$ cat src/rtl/record_playback_ctrl_pkg.sv
// record_playback_ctrl_pkg: shared state encoding and default sizing for the record/playback controller
package record_playback_ctrl_pkg;
    typedef enum logic [1:0] {IDLE, RECORD, PLAY_LOAD, PLAY_RUN} state_t;
    localparam int DEPTH_D = 8;
    localparam int DUR_W_D = 7;
    localparam int TICK_DIV_D = 100;
    function automatic int dur_max(input int w);
        return (2 ** w) - 1;
    endfunction
endpackage

$ cat src/rtl/record_playback_ctrl_if.sv
// record_playback_ctrl_if: front-panel commands and light-driver outputs of the recorder
interface record_playback_ctrl_if #(
    parameter int IDX_W = 3
);
    logic sw_in, rec_start, play_start, stop, loop_en;
    logic play_out, rec_busy, play_busy, full, play_done;
    logic [IDX_W:0] entry_count;
    modport master(
        output sw_in, rec_start, play_start, stop, loop_en,
        input play_out, rec_busy, play_busy, full, entry_count, play_done
    );
    modport slave(
        input sw_in, rec_start, play_start, stop, loop_en,
        output play_out, rec_busy, play_busy, full, entry_count, play_done
    );
endinterface

$ cat src/rtl/record_playback_ctrl_tick_gen.sv
// record_playback_ctrl_tick_gen: prescaler giving a 1-cycle tick every TICK_DIV cycles, restartable by clr
module record_playback_ctrl_tick_gen
    import record_playback_ctrl_pkg::*;
#(
    parameter int TICK_DIV = TICK_DIV_D
) (
    input  logic Div_CLK,
    input  logic Rst_n,
    input  logic clr,
    output logic tick
);
    localparam int CW = (TICK_DIV > 1) ? $clog2(TICK_DIV) : 1;
    logic [CW-1:0] cnt;
    assign tick = cnt == CW'(TICK_DIV - 1);
    always_ff @(posedge Div_CLK or negedge Rst_n) begin
        if (!Rst_n) cnt <= '0;
        else cnt <= (clr || tick) ? '0 : cnt + 1'b1;
    end
endmodule

$ cat src/rtl/record_playback_ctrl.sv
// record_playback_ctrl: timestamps switch level changes into a level/duration store and replays them on play_out
module record_playback_ctrl
    import record_playback_ctrl_pkg::*;
#(
    parameter int DEPTH = DEPTH_D,
    parameter int IDX_W = $clog2(DEPTH),
    parameter int DUR_W = DUR_W_D,
    parameter int TICK_DIV = TICK_DIV_D
) (
    input logic Div_CLK,
    input logic Rst_n,
    record_playback_ctrl_if.slave bus
);
    localparam logic [DUR_W-1:0] DUR_MAX = DUR_W'(dur_max(DUR_W));
    localparam logic [IDX_W:0] FULL_N = (IDX_W + 1)'(DEPTH);
    state_t state_q, state_d;
    logic sw_m, sw_s, sw_p, sw_edge, tick, clr, rem_z, last;
    logic [DEPTH-1:0] level_q;
    logic [DUR_W-1:0] dur_q [DEPTH];
    logic [DUR_W-1:0] rem_q;
    logic [IDX_W-1:0] cur_q, rd_q;
    logic [IDX_W:0] cnt_q;
    logic full_q, out_q, done_q, rec_q, play_q;

    assign sw_edge = sw_s != sw_p;
    assign rem_z = rem_q == '0;
    assign last = {1'b0, rd_q} == cnt_q - 1'b1;
    assign bus.play_out = out_q;
    assign bus.rec_busy = rec_q;
    assign bus.play_busy = play_q;
    assign bus.full = full_q;
    assign bus.entry_count = cnt_q;
    assign bus.play_done = done_q;

    record_playback_ctrl_tick_gen #(.TICK_DIV(TICK_DIV)) u_tick (
        .Div_CLK(Div_CLK),
        .Rst_n(Rst_n),
        .clr(clr),
        .tick(tick)
    );

    always_ff @(posedge Div_CLK or negedge Rst_n) begin
        if (!Rst_n) {sw_m, sw_s, sw_p} <= '0;
        else {sw_m, sw_s, sw_p} <= {bus.sw_in, sw_m, sw_s};
    end

    always_ff @(posedge Div_CLK or negedge Rst_n) begin
        if (!Rst_n) state_q <= IDLE;
        else state_q <= state_d;
    end

    // clr realigns the prescaler on every mode entry and on each playback wrap
    always_comb begin
        state_d = state_q;
        clr = 1'b0;
        case (state_q)
            IDLE: begin
                state_d = bus.stop ? IDLE : bus.rec_start ? RECORD :
                          (bus.play_start && cnt_q != '0) ? PLAY_LOAD : IDLE;
                clr = state_d != IDLE;
            end
            RECORD: state_d = (bus.stop || (sw_edge && cnt_q == FULL_N)) ? IDLE : RECORD;
            PLAY_LOAD: state_d = bus.stop ? IDLE : PLAY_RUN;
            PLAY_RUN: begin
                state_d = (bus.stop || (rem_z && last && !bus.loop_en)) ? IDLE : PLAY_RUN;
                clr = !bus.stop && rem_z && last && bus.loop_en;
            end
            default: state_d = IDLE;
        endcase
    end

    always_ff @(posedge Div_CLK or negedge Rst_n) begin
        if (!Rst_n) begin
            level_q <= '0;
            for (int i = 0; i < DEPTH; i++) dur_q[i] <= '0;
            rem_q <= '0;
            cur_q <= '0;
            rd_q <= '0;
            cnt_q <= '0;
            {full_q, out_q, done_q, rec_q, play_q} <= '0;
        end else begin
            rec_q <= state_d == RECORD;
            play_q <= state_d == PLAY_LOAD || state_d == PLAY_RUN;
            done_q <= 1'b0;
            if (state_q == IDLE && state_d == RECORD) begin
                full_q <= 1'b0;
                cur_q <= '0;
                level_q[0] <= sw_s;
                dur_q[0] <= '0;
                cnt_q <= (IDX_W + 1)'(1);
            end
            // a tick coinciding with an edge is credited to the entry being closed
            if (state_q == RECORD && !bus.stop) begin
                if (tick && dur_q[cur_q] != DUR_MAX) dur_q[cur_q] <= dur_q[cur_q] + 1'b1;
                if (sw_edge && cnt_q == FULL_N) full_q <= 1'b1;
                else if (sw_edge) begin
                    cur_q <= cur_q + 1'b1;
                    level_q[cur_q + 1'b1] <= sw_s;
                    dur_q[cur_q + 1'b1] <= '0;
                    cnt_q <= cnt_q + 1'b1;
                end
            end
            if (state_q == PLAY_LOAD) begin
                rd_q <= '0;
                rem_q <= dur_q[0];
                out_q <= !bus.stop && level_q[0];
            end
            if (state_q == PLAY_RUN) begin
                if (bus.stop) out_q <= 1'b0;
                else if (!rem_z) rem_q <= tick ? rem_q - 1'b1 : rem_q;
                else if (!last) begin
                    rd_q <= rd_q + 1'b1;
                    rem_q <= dur_q[rd_q + 1'b1];
                    out_q <= level_q[rd_q + 1'b1];
                end else if (bus.loop_en) begin
                    rd_q <= '0;
                    rem_q <= dur_q[0];
                    out_q <= level_q[0];
                end else begin
                    out_q <= 1'b0;
                    done_q <= 1'b1;
                end
            end
        end
    end
endmodule

$ cat src/flat_wrapper.sv
// flat-port wrapper written by rule: the top's interface ports become plain ports
module record_playback_ctrl_flat import record_playback_ctrl_pkg::*;
#(
    parameter int DEPTH = DEPTH_D,
    parameter int IDX_W = $clog2(DEPTH),
    parameter int DUR_W = DUR_W_D,
    parameter int TICK_DIV = TICK_DIV_D
)
  (Div_CLK, Rst_n, bus_sw_in, bus_rec_start, bus_play_start, bus_stop, bus_loop_en, bus_play_out, bus_rec_busy, bus_play_busy, bus_full, bus_entry_count, bus_play_done);
  record_playback_ctrl_if #(.IDX_W(IDX_W)) bus_i ();
  input logic Div_CLK;
  input logic Rst_n;
  input wire logic [$bits(bus_i.sw_in)-1:0] bus_sw_in;
  input wire logic [$bits(bus_i.rec_start)-1:0] bus_rec_start;
  input wire logic [$bits(bus_i.play_start)-1:0] bus_play_start;
  input wire logic [$bits(bus_i.stop)-1:0] bus_stop;
  input wire logic [$bits(bus_i.loop_en)-1:0] bus_loop_en;
  output wire logic [$bits(bus_i.play_out)-1:0] bus_play_out;
  output wire logic [$bits(bus_i.rec_busy)-1:0] bus_rec_busy;
  output wire logic [$bits(bus_i.play_busy)-1:0] bus_play_busy;
  output wire logic [$bits(bus_i.full)-1:0] bus_full;
  output wire logic [$bits(bus_i.entry_count)-1:0] bus_entry_count;
  output wire logic [$bits(bus_i.play_done)-1:0] bus_play_done;
  assign bus_i.sw_in = bus_sw_in;
  assign bus_i.rec_start = bus_rec_start;
  assign bus_i.play_start = bus_play_start;
  assign bus_i.stop = bus_stop;
  assign bus_i.loop_en = bus_loop_en;
  assign bus_play_out = bus_i.play_out;
  assign bus_rec_busy = bus_i.rec_busy;
  assign bus_play_busy = bus_i.play_busy;
  assign bus_full = bus_i.full;
  assign bus_entry_count = bus_i.entry_count;
  assign bus_play_done = bus_i.play_done;
  record_playback_ctrl #(.DEPTH(DEPTH), .IDX_W(IDX_W), .DUR_W(DUR_W), .TICK_DIV(TICK_DIV)) u_core (.Div_CLK(Div_CLK), .Rst_n(Rst_n), .bus(bus_i));
endmodule
$ cat config.mk
export PLATFORM = sky130hd
export DESIGN_NAME = record_playback_ctrl_flat
export DESIGN_NICKNAME = d
export VERILOG_FILES = /design/src/rtl/record_playback_ctrl_pkg.sv /design/src/rtl/record_playback_ctrl_if.sv /design/src/rtl/record_playback_ctrl_tick_gen.sv /design/src/rtl/record_playback_ctrl.sv /design/src/flat_wrapper.sv
export SDC_FILE = /design/constraint.sdc
export NUM_CORES = 1
export LEC_CHECK = 0
export CORE_MARGIN = 3
export CORE_UTILIZATION = 55
export DETAILED_ROUTE_END_ITERATION = 16
export GPL_ROUTABILITY_DRIVEN = 0
export GPL_TIMING_DRIVEN = 0
export PLACE_DENSITY = 0.72
export SETUP_SLACK_MARGIN = 0.2
export SYNTH_ARGS = -nofsm -noshare
export SYNTH_HDL_FRONTEND = slang
export SYNTH_SLANG_ARGS = --single-unit
$ cat constraint.sdc
create_clock -name Div_CLK -period 3 [get_ports Div_CLK]
set_input_delay 0.45 -clock Div_CLK [delete_from_list [all_inputs] [get_ports Div_CLK]]
set_output_delay 0.45 -clock Div_CLK [all_outputs]
set_load 0.005 [all_outputs]
==> results.json, run 1 <==
{
  "final_cells": 750,
  "max_freq_mhz": 349,
  "yosysWarnings": 0,
  "synth_top_cell_by_area": "dfrtp_1",
  "synth-seq-cells": 98,
  "via_per_inst": 6.44,
  "switchingPower_mw": 1.24,
  "worstSetupPathType": "reg -> reg",
  "critPathRequiredTime_ns": 3.22,
  "r2r_slack_ns": 0.13,
  "routed-via-count": 4833,
  "finalMaxSlewViolations": 0,
  "grt_pass1_vias": 4794,
  "dpl_cell_area_sq_um": 6400,
  "peakVddDrop_v": 0.000274,
  "met1Wirelength_um": 6890,
  "ys_seq_area_share_pct": 40.5,
  "initial_core_util_pct": 57.7,
  "wl_met2_um": 7310,
  "netlist_area_sq_um": 6060,
  "p_comb_share_pct": 34.0,
  "synthArstFlopShare_pct": 100,
  "fp.dieH_um": 111,
  "leakage_nw": 3.12,
  "antennaDiodeCount": 0,
  "final_core_util_pct": 66.1,
  "place_ws_ns": -0.375,
  "min_from": "u_core.sw_m",
  "p_per_area_nw_per_um2": 520,
  "holdCritPathClass": "reg -> reg",
  "netlist_top_cells_area": "dfrtp_1 (40%), mux2i_1 (14%), mux4_2 (7.1%), nand2_1 (5.1%), ha_1 (2.7%)",
  "synth_edf_count": 0,
  "hold_end": "u_core.sw_s",
  "hpwl_um": 10900,
  "switching_share_pct": 34.4,
  "wl_met3_um": 1330,
  "clock_latency_ns": 0.38,
  "die-area_sq_um": 12300,
  "r2r-end": "u_core.dur_q[2]",
  "drt_iter0_drc": 429,
  "rows": 37,
  "ios": 16,
  "finalCritPeriodShare_pct": 95.6,
  "setup_ws_ns": 0.133,
  "grt_usage_pct": 26.7,
  "place_inst": 714,
  "clk_pin_slew_ns": 0.09,
  "dieWidth_um": 111,
  "cts-root-buf": "clkbuf_8",
  "ys.flop_type": "dfrtp_1",
  "synth_cells": 563,
  "nets": 630,
  "htree_levels": 3,
  "cts_sinks": 98,
  "wl_per_cell_um": 21.5,
  "routed_wl_um": 16100,
  "overflow": 0,
  "dr.pass1.iters": 5,
  "cap_violations": 0,
  "power_frac_seq_pct": 42.4,
  "cts_made_buffers": 9,
  "p_clk_share_pct": 23.7,
  "grt_first_pass_wirelength_um": 25800,
  "drc": 0,
  "grt_antenna_before_repair": 0,
  "avgSynthCellArea_sq_um": 10.8,
  "seq_area_sq_um": 2450,
  "grt_start_max_net_pins": 73,
  "intPower_mw": 2.37,
  "worstPathMaxFanout": 8,
  "total_power_mw": 3.61,
  "slew_headroom_pct": 46.3,
  "hold_depth": 0,
  "cts_tree": "yes",
  "cp-end-kind": "flip-flop",
  "hold_violations": 0,
  "timing.rr.start": "u_core.cur_q[1]",
  "routed.top_layer": "met4",
  "drive_gt1_share_pct": 18.4,
  "ff2ff_path_depth": 13,
  "core_sq_um": 10500,
  "setup_viol_count_final": 0,
  "tightest_slew_ns": 0.799,
  "outcome": "finished, final reports clean",
  "ant_nets": 0,
  "min_period_ns": 2.87,
  "rsz0062_at_grt": "yes",
  "fin_skew_ns": 0.00910,
  "start_kind": "flip-flop",
  "syn_nets": 583,
  "fill_cells": 807,
  "cts_max_path_buffers": 2,
  "area_growth_pct": 14.6,
  "port_buffers": 14,
  "multi_input_comb_area_sq_um": 3440,
  "yosysTopAreaCellShare_pct": 40.5,
  "yosysUniqueCellTypes": 69,
  "arrival_ns": 3.09,
  "postLayoutCellArea_sq_um": 6940
}
## placed cells by master (no fill, tap or decap), drive strengths merged, types with 6 or more instances in the layout
cell type / instances
mux4: 21
xor2: 7
xnor2: 14
buf: 33
o21ai: 23
a21oi: 11
dfrtp: 98
nor2b: 7
clkdlybuf4s50: 13
nor3: 7
nand4: 6
inv: 20
mux2i: 86
mux2: 12
ha: 13
nand3: 13
nand2: 83
clkbuf: 30
nor2: 34
## cell usage after synthesis, drive strengths merged (6+ instances only)
master and instances:
a21oi 11, buf 9, clkbuf 20, dfrtp 98, ha 13, inv 20, mux2 12, mux2i 86
mux4 21, nand2 83, nand3 13, nand4 6, nor2 34, nor2b 7, nor3 7, o21ai 23
xnor2 14, xor2 7
## critical path, stage by stage (launching register included)
cell and delay [ns]:
dfrtp_2 0.44, buf_8 0.14, clkbuf_16 0.15, clkbuf_16 0.15, mux2i_1 0.11, o221ai_1 0.16
a22o_1 0.20, ha_2 0.20, inv_2 0.04, a2111oi_4 0.31, nand4b_4 0.24, and4bb_1 0.29
buf_6 0.16, mux2i_1 0.12
## cell families (layout without fill, tap and decap cells)
family	after synthesis	in the layout	share of synthesized area (%)
AOI/OAI and AO/OA	80	80	9.48
xor gates and xnor gates	21	21	3.16
adders and majority gates	13	13	2.68
buffers and inverters	50	101	4.77
DFF	98	98	40.5
muxes	119	119	24.4
and+or+nand+nor	182	182	15.1
## sequential cells by signal, summed over array words and instances (netlist names)
register,cells
u_core.bus.full,1
u_core.bus.play_busy,1
u_core.bus.entry_count,4
u_core.dur_q,56
u_core.cur_q,3
u_core.rem_q,7
u_core.level_q,8
u_core.bus.play_done,1
u_core.rd_q,3
u_core.u_tick.cnt,7
u_core.state_q,2
u_core.bus.play_out,1
u_core.sw_m,1
u_core.sw_s,1
u_core.bus.rec_busy,1
u_core.sw_p,1
## worst max-delay path by stage
stage                    startpoint                to  slack (ns)  cells past startpoint
floorplan           u_core.cur_q[1]   u_core.dur_q[3]        0.26                     13
global placement              Rst_n  u_core.dur_q[13]       -2.15                      1
detailed placement  u_core.cur_q[0]  u_core.dur_q[48]       -0.37                     11
CTS                 u_core.cur_q[1]   u_core.dur_q[2]        0.12                     13
global route        u_core.cur_q[1]   u_core.dur_q[2]       0.007                     13
finish              u_core.cur_q[1]   u_core.dur_q[2]        0.13                     13
## cell type report
class                      count  area share [%]
buffer                        29            3.93
tap                          136            2.45
sequential                    98            35.3
multi-input combinational    415            49.5
clock inverter                 3           0.577
timing repair buffer          36            4.97
clock buffer                  12            2.09
inverter                      21            1.14
## timing repair
action | in CTS | in global routing
endpoints found under the setup margin | 63 | 72
hold buffers | 1 | 0
hold endpoints to repair | 4 | 0
gates resized for setup | 29 | 11
buffers inserted | 16 | 4
pin swaps | 7 | 5
## stage by stage
stage,hold slack [ns],setup TNS (ns)
2_1_floorplan,0.154,0
3_3_place_gp,0.333,-216.20
3_5_place_dp,0.342,-10.21
4_1_cts,0.362,0
5_1_grt,0.375,0
6_report,0.360,0
## power by group through the flow
stage	combinational (mW)	sequential (mW)	clock [mW]
2_1_floorplan	0.806	1.53	0
3_5_place_dp	1.08	1.55	0
6_report	1.23	1.53	0.854
3_3_place_gp	1.05	1.55	0
5_1_grt	1.32	1.54	0.926
4_1_cts	1.19	1.53	0.868
## per-layer routing
metal | track usage [%] | up-vias
met2 | 39.8 | 248
met1 | 37.9 | 2397
met5 | 0 | -
met3 | 4.91 | 52
li1 | - | 2136
met4 | 12.7 | 0
Note: power is estimated with default switching activity, not from simulation.
==> run 2: changes to the inputs <==
--- a/config.mk
+++ b/config.mk
@@ -5,6 +5,7 @@
 export SDC_FILE = /design/constraint.sdc
 export NUM_CORES = 1
 export LEC_CHECK = 0
+export ABC_CLOCK_PERIOD_IN_PS = 3000
 export CORE_MARGIN = 3
 export CORE_UTILIZATION = 55
 export DETAILED_ROUTE_END_ITERATION = 16
==> results of run 2 <==
The final DEF is identical to that of run 1; final timing and power are the same.
==> run 3: changes to the inputs <==
--- a/config.mk
+++ b/config.mk
@@ -5,13 +5,14 @@
 export SDC_FILE = /design/constraint.sdc
 export NUM_CORES = 1
 export LEC_CHECK = 0
-export ABC_CLOCK_PERIOD_IN_PS = 3000
+export ABC_CLOCK_PERIOD_IN_PS = 2500
 export CORE_MARGIN = 3
 export CORE_UTILIZATION = 55
 export DETAILED_ROUTE_END_ITERATION = 16
 export GPL_ROUTABILITY_DRIVEN = 0
 export GPL_TIMING_DRIVEN = 0
-export PLACE_DENSITY = 0.72
+export HOLD_SLACK_MARGIN = 0.12
+export PLACE_DENSITY = 0.75
 export SETUP_SLACK_MARGIN = 0.2
 export SYNTH_ARGS = -nofsm -noshare
 export SYNTH_HDL_FRONTEND = slang
==> constraint.sdc (replaced) <==
create_clock -name Div_CLK -period 2.5 [get_ports Div_CLK]
set_input_delay 0.375 -clock Div_CLK [delete_from_list [all_inputs] [get_ports Div_CLK]]
set_output_delay 0.375 -clock Div_CLK [all_outputs]
set_load 0.005 [all_outputs]
==> results.json, run 3 (synthesis results as in run 1) <==
{
  "outcome": "complete, but fails checks",
  "violations": "negative setup slack",
  "grt_first_pass_wirelength_um": 26200,
  "multi_input_comb_area_sq_um": 3690,
  "finalCritPeriodShare_pct": 115,
  "clk_pin_slew_ns": 0.11,
  "holdCritPathClass": "reg -> reg",
  "arrival_ns": 3.11,
  "intPower_mw": 2.99,
  "htree_levels": 3,
  "routed_wl_um": 17200,
  "top_register": "u_core.dur_q",
  "fin_skew_ns": 0.0112,
  "cts_sinks": 98,
  "die-area_sq_um": 12300,
  "setup_ws_ns": -0.373,
  "finalMaxSlewViolations": 0,
  "grt_pass1_vias": 4932,
  "clock_latency_ns": 0.38,
  "worst-path-buf-inv": 5,
  "p_per_area_nw_per_um2": 632,
  "final_core_util_pct": 70.8,
  "layout_commonest_cell": "dfrtp_1",
  "tns_ns": -18.86,
  "hold_violations": 0,
  "slew_headroom_pct": 53.4,
  "fill_cells": 693,
  "cap_violations": 0,
  "setup_viol_count_final": 56,
  "antennaDiodeCount": 0,
  "core_sq_um": 10500,
  "cts_tree": "yes",
  "cts_made_buffers": 9,
  "fp.dieH_um": 111,
  "peakVddDrop_v": 0.000378,
  "p_comb_share_pct": 37.5,
  "ios": 16,
  "max_freq_mhz": 348,
  "rows": 37,
  "worstPathCellList": "buf_8 > clkbuf_16 > clkbuf_16 > mux2i_1 > o221ai_1 > a22o_1 > ha_4 > inv_4 > a2111oi_4 > nand4b_4 > and4_4 > buf_8 > mux2i_1",
  "crit_path_max_incr_delay_ns": 0.45,
  "p_clk_share_pct": 23.5,
  "leakage_nw": 3.32,
  "routed-via-count": 4980,
  "grt_usage_pct": 26.8,
  "largest_register_ffs": 56,
  "min_period_ns": 2.87,
  "port_buffers": 14,
  "switching_share_pct": 36.3,
  "seq_area_sq_um": 2450,
  "area_growth_pct": 22.7,
  "wl_per_cell_um": 22.3,
  "nets": 650,
  "cts_max_path_buffers": 2,
  "hpwl_um": 10800,
  "grt_antenna_before_repair": 0,
  "grt_start_max_net_pins": 59,
  "via_per_inst": 6.46,
  "crit_family": "compound AO/OA/AOI/OAI gates",
  "tightest_slew_ns": 0.699,
  "ant_nets": 0,
  "initial_core_util_pct": 57.7,
  "worstPathMaxFanout": 8,
  "dr.pass1.iters": 5,
  "slowest_stage": "dfrtp_2",
  "total_power_mw": 4.70,
  "start_kind": "flip-flop",
  "cp-end-kind": "flip-flop",
  "worstSetupPathType": "reg -> reg",
  "dieWidth_um": 111,
  "power_frac_seq_pct": 39.0,
  "rsz0062_at_grt": "yes",
  "drive_gt1_share_pct": 27.7,
  "drc": 0,
  "largest_registers": "u_core.dur_q (56), u_core.level_q (8)",
  "final_cell_mix": "dfrtp_1 (96), mux2i_1 (82), nand2_1 (80)",
  "overflow": 0,
  "cts-root-buf": "clkbuf_8",
  "postLayoutCellArea_sq_um": 7440,
  "drt_iter0_drc": 423,
  "critPathRequiredTime_ns": 2.74,
  "switchingPower_mw": 1.71,
  "dpl_cell_area_sq_um": 6440
}
-- run 3: final cells by class --
| type | instances | share of cell area, % |
|---|---|---|
| tap | 136 | 2.29 |
| multi-input combinational | 415 | 49.6 |
| buffer | 29 | 4.29 |
| clock buffer | 9 | 1.67 |
| clock inverter | 7 | 1.13 |
| inverter | 21 | 1.18 |
| sequential | 98 | 33.0 |
| timing repair buffer | 56 | 6.80 |
-- run 3: path summary, 6_finish.rpt --
path,start,to,slack [ns],cells after the start
max reg2reg,u_core.cur_q[1],u_core.dur_q[45],-0.37,13
min,u_core.sw_m,u_core.sw_s,0.36,0
max,u_core.cur_q[1],u_core.dur_q[45],-0.37,13
min in group asynchronous,Rst_n,u_core.bus.entry_count[2],0.52,2
min reg2reg,u_core.sw_m,u_core.sw_s,0.36,0
max in group asynchronous,Rst_n,u_core.dur_q[4],1.29,3
-- run 3: metrics by stage --
step | instances | hold WS (ns) | worst slack (ns)
floorplan | 563 | 0.0794 | -0.209
global placement | 713 | 0.336 | -2.54
detailed placement | 714 | 0.339 | -0.676
CTS | 749 | 0.363 | -0.385
global route | 771 | 0.371 | -0.466
finish | 771 | 0.357 | -0.373
-- run 3: power groups by stage --
stage          sequential (mW)  combinational [mW]  clock (mW)
2_1_floorplan             1.83               0.991           0
3_3_place_gp              1.86                1.28           0
3_5_place_dp              1.86                1.32           0
4_1_cts                   1.82                1.50        1.11
5_1_grt                   1.85                1.89        1.18
6_report                  1.83                1.76        1.10
-- run 3: layer usage --
layer	up-vias	GRT usage, %	share of wire (%)
met5	-	0	0
met4	0	11.4	4.3
met3	59	3.71	8.4
met2	279	42.4	48
met1	2468	37.3	40
li1	2174	-	-
-- run 3: what timing repair did --
item,4_1_cts,5_1_grt
endpoints found under the hold margin,40,0
hold buffers,1,0
pin swaps,14,23
setup endpoints to repair,82,85
resized for setup,46,59
setup buffers,18,20
cloned,0,2
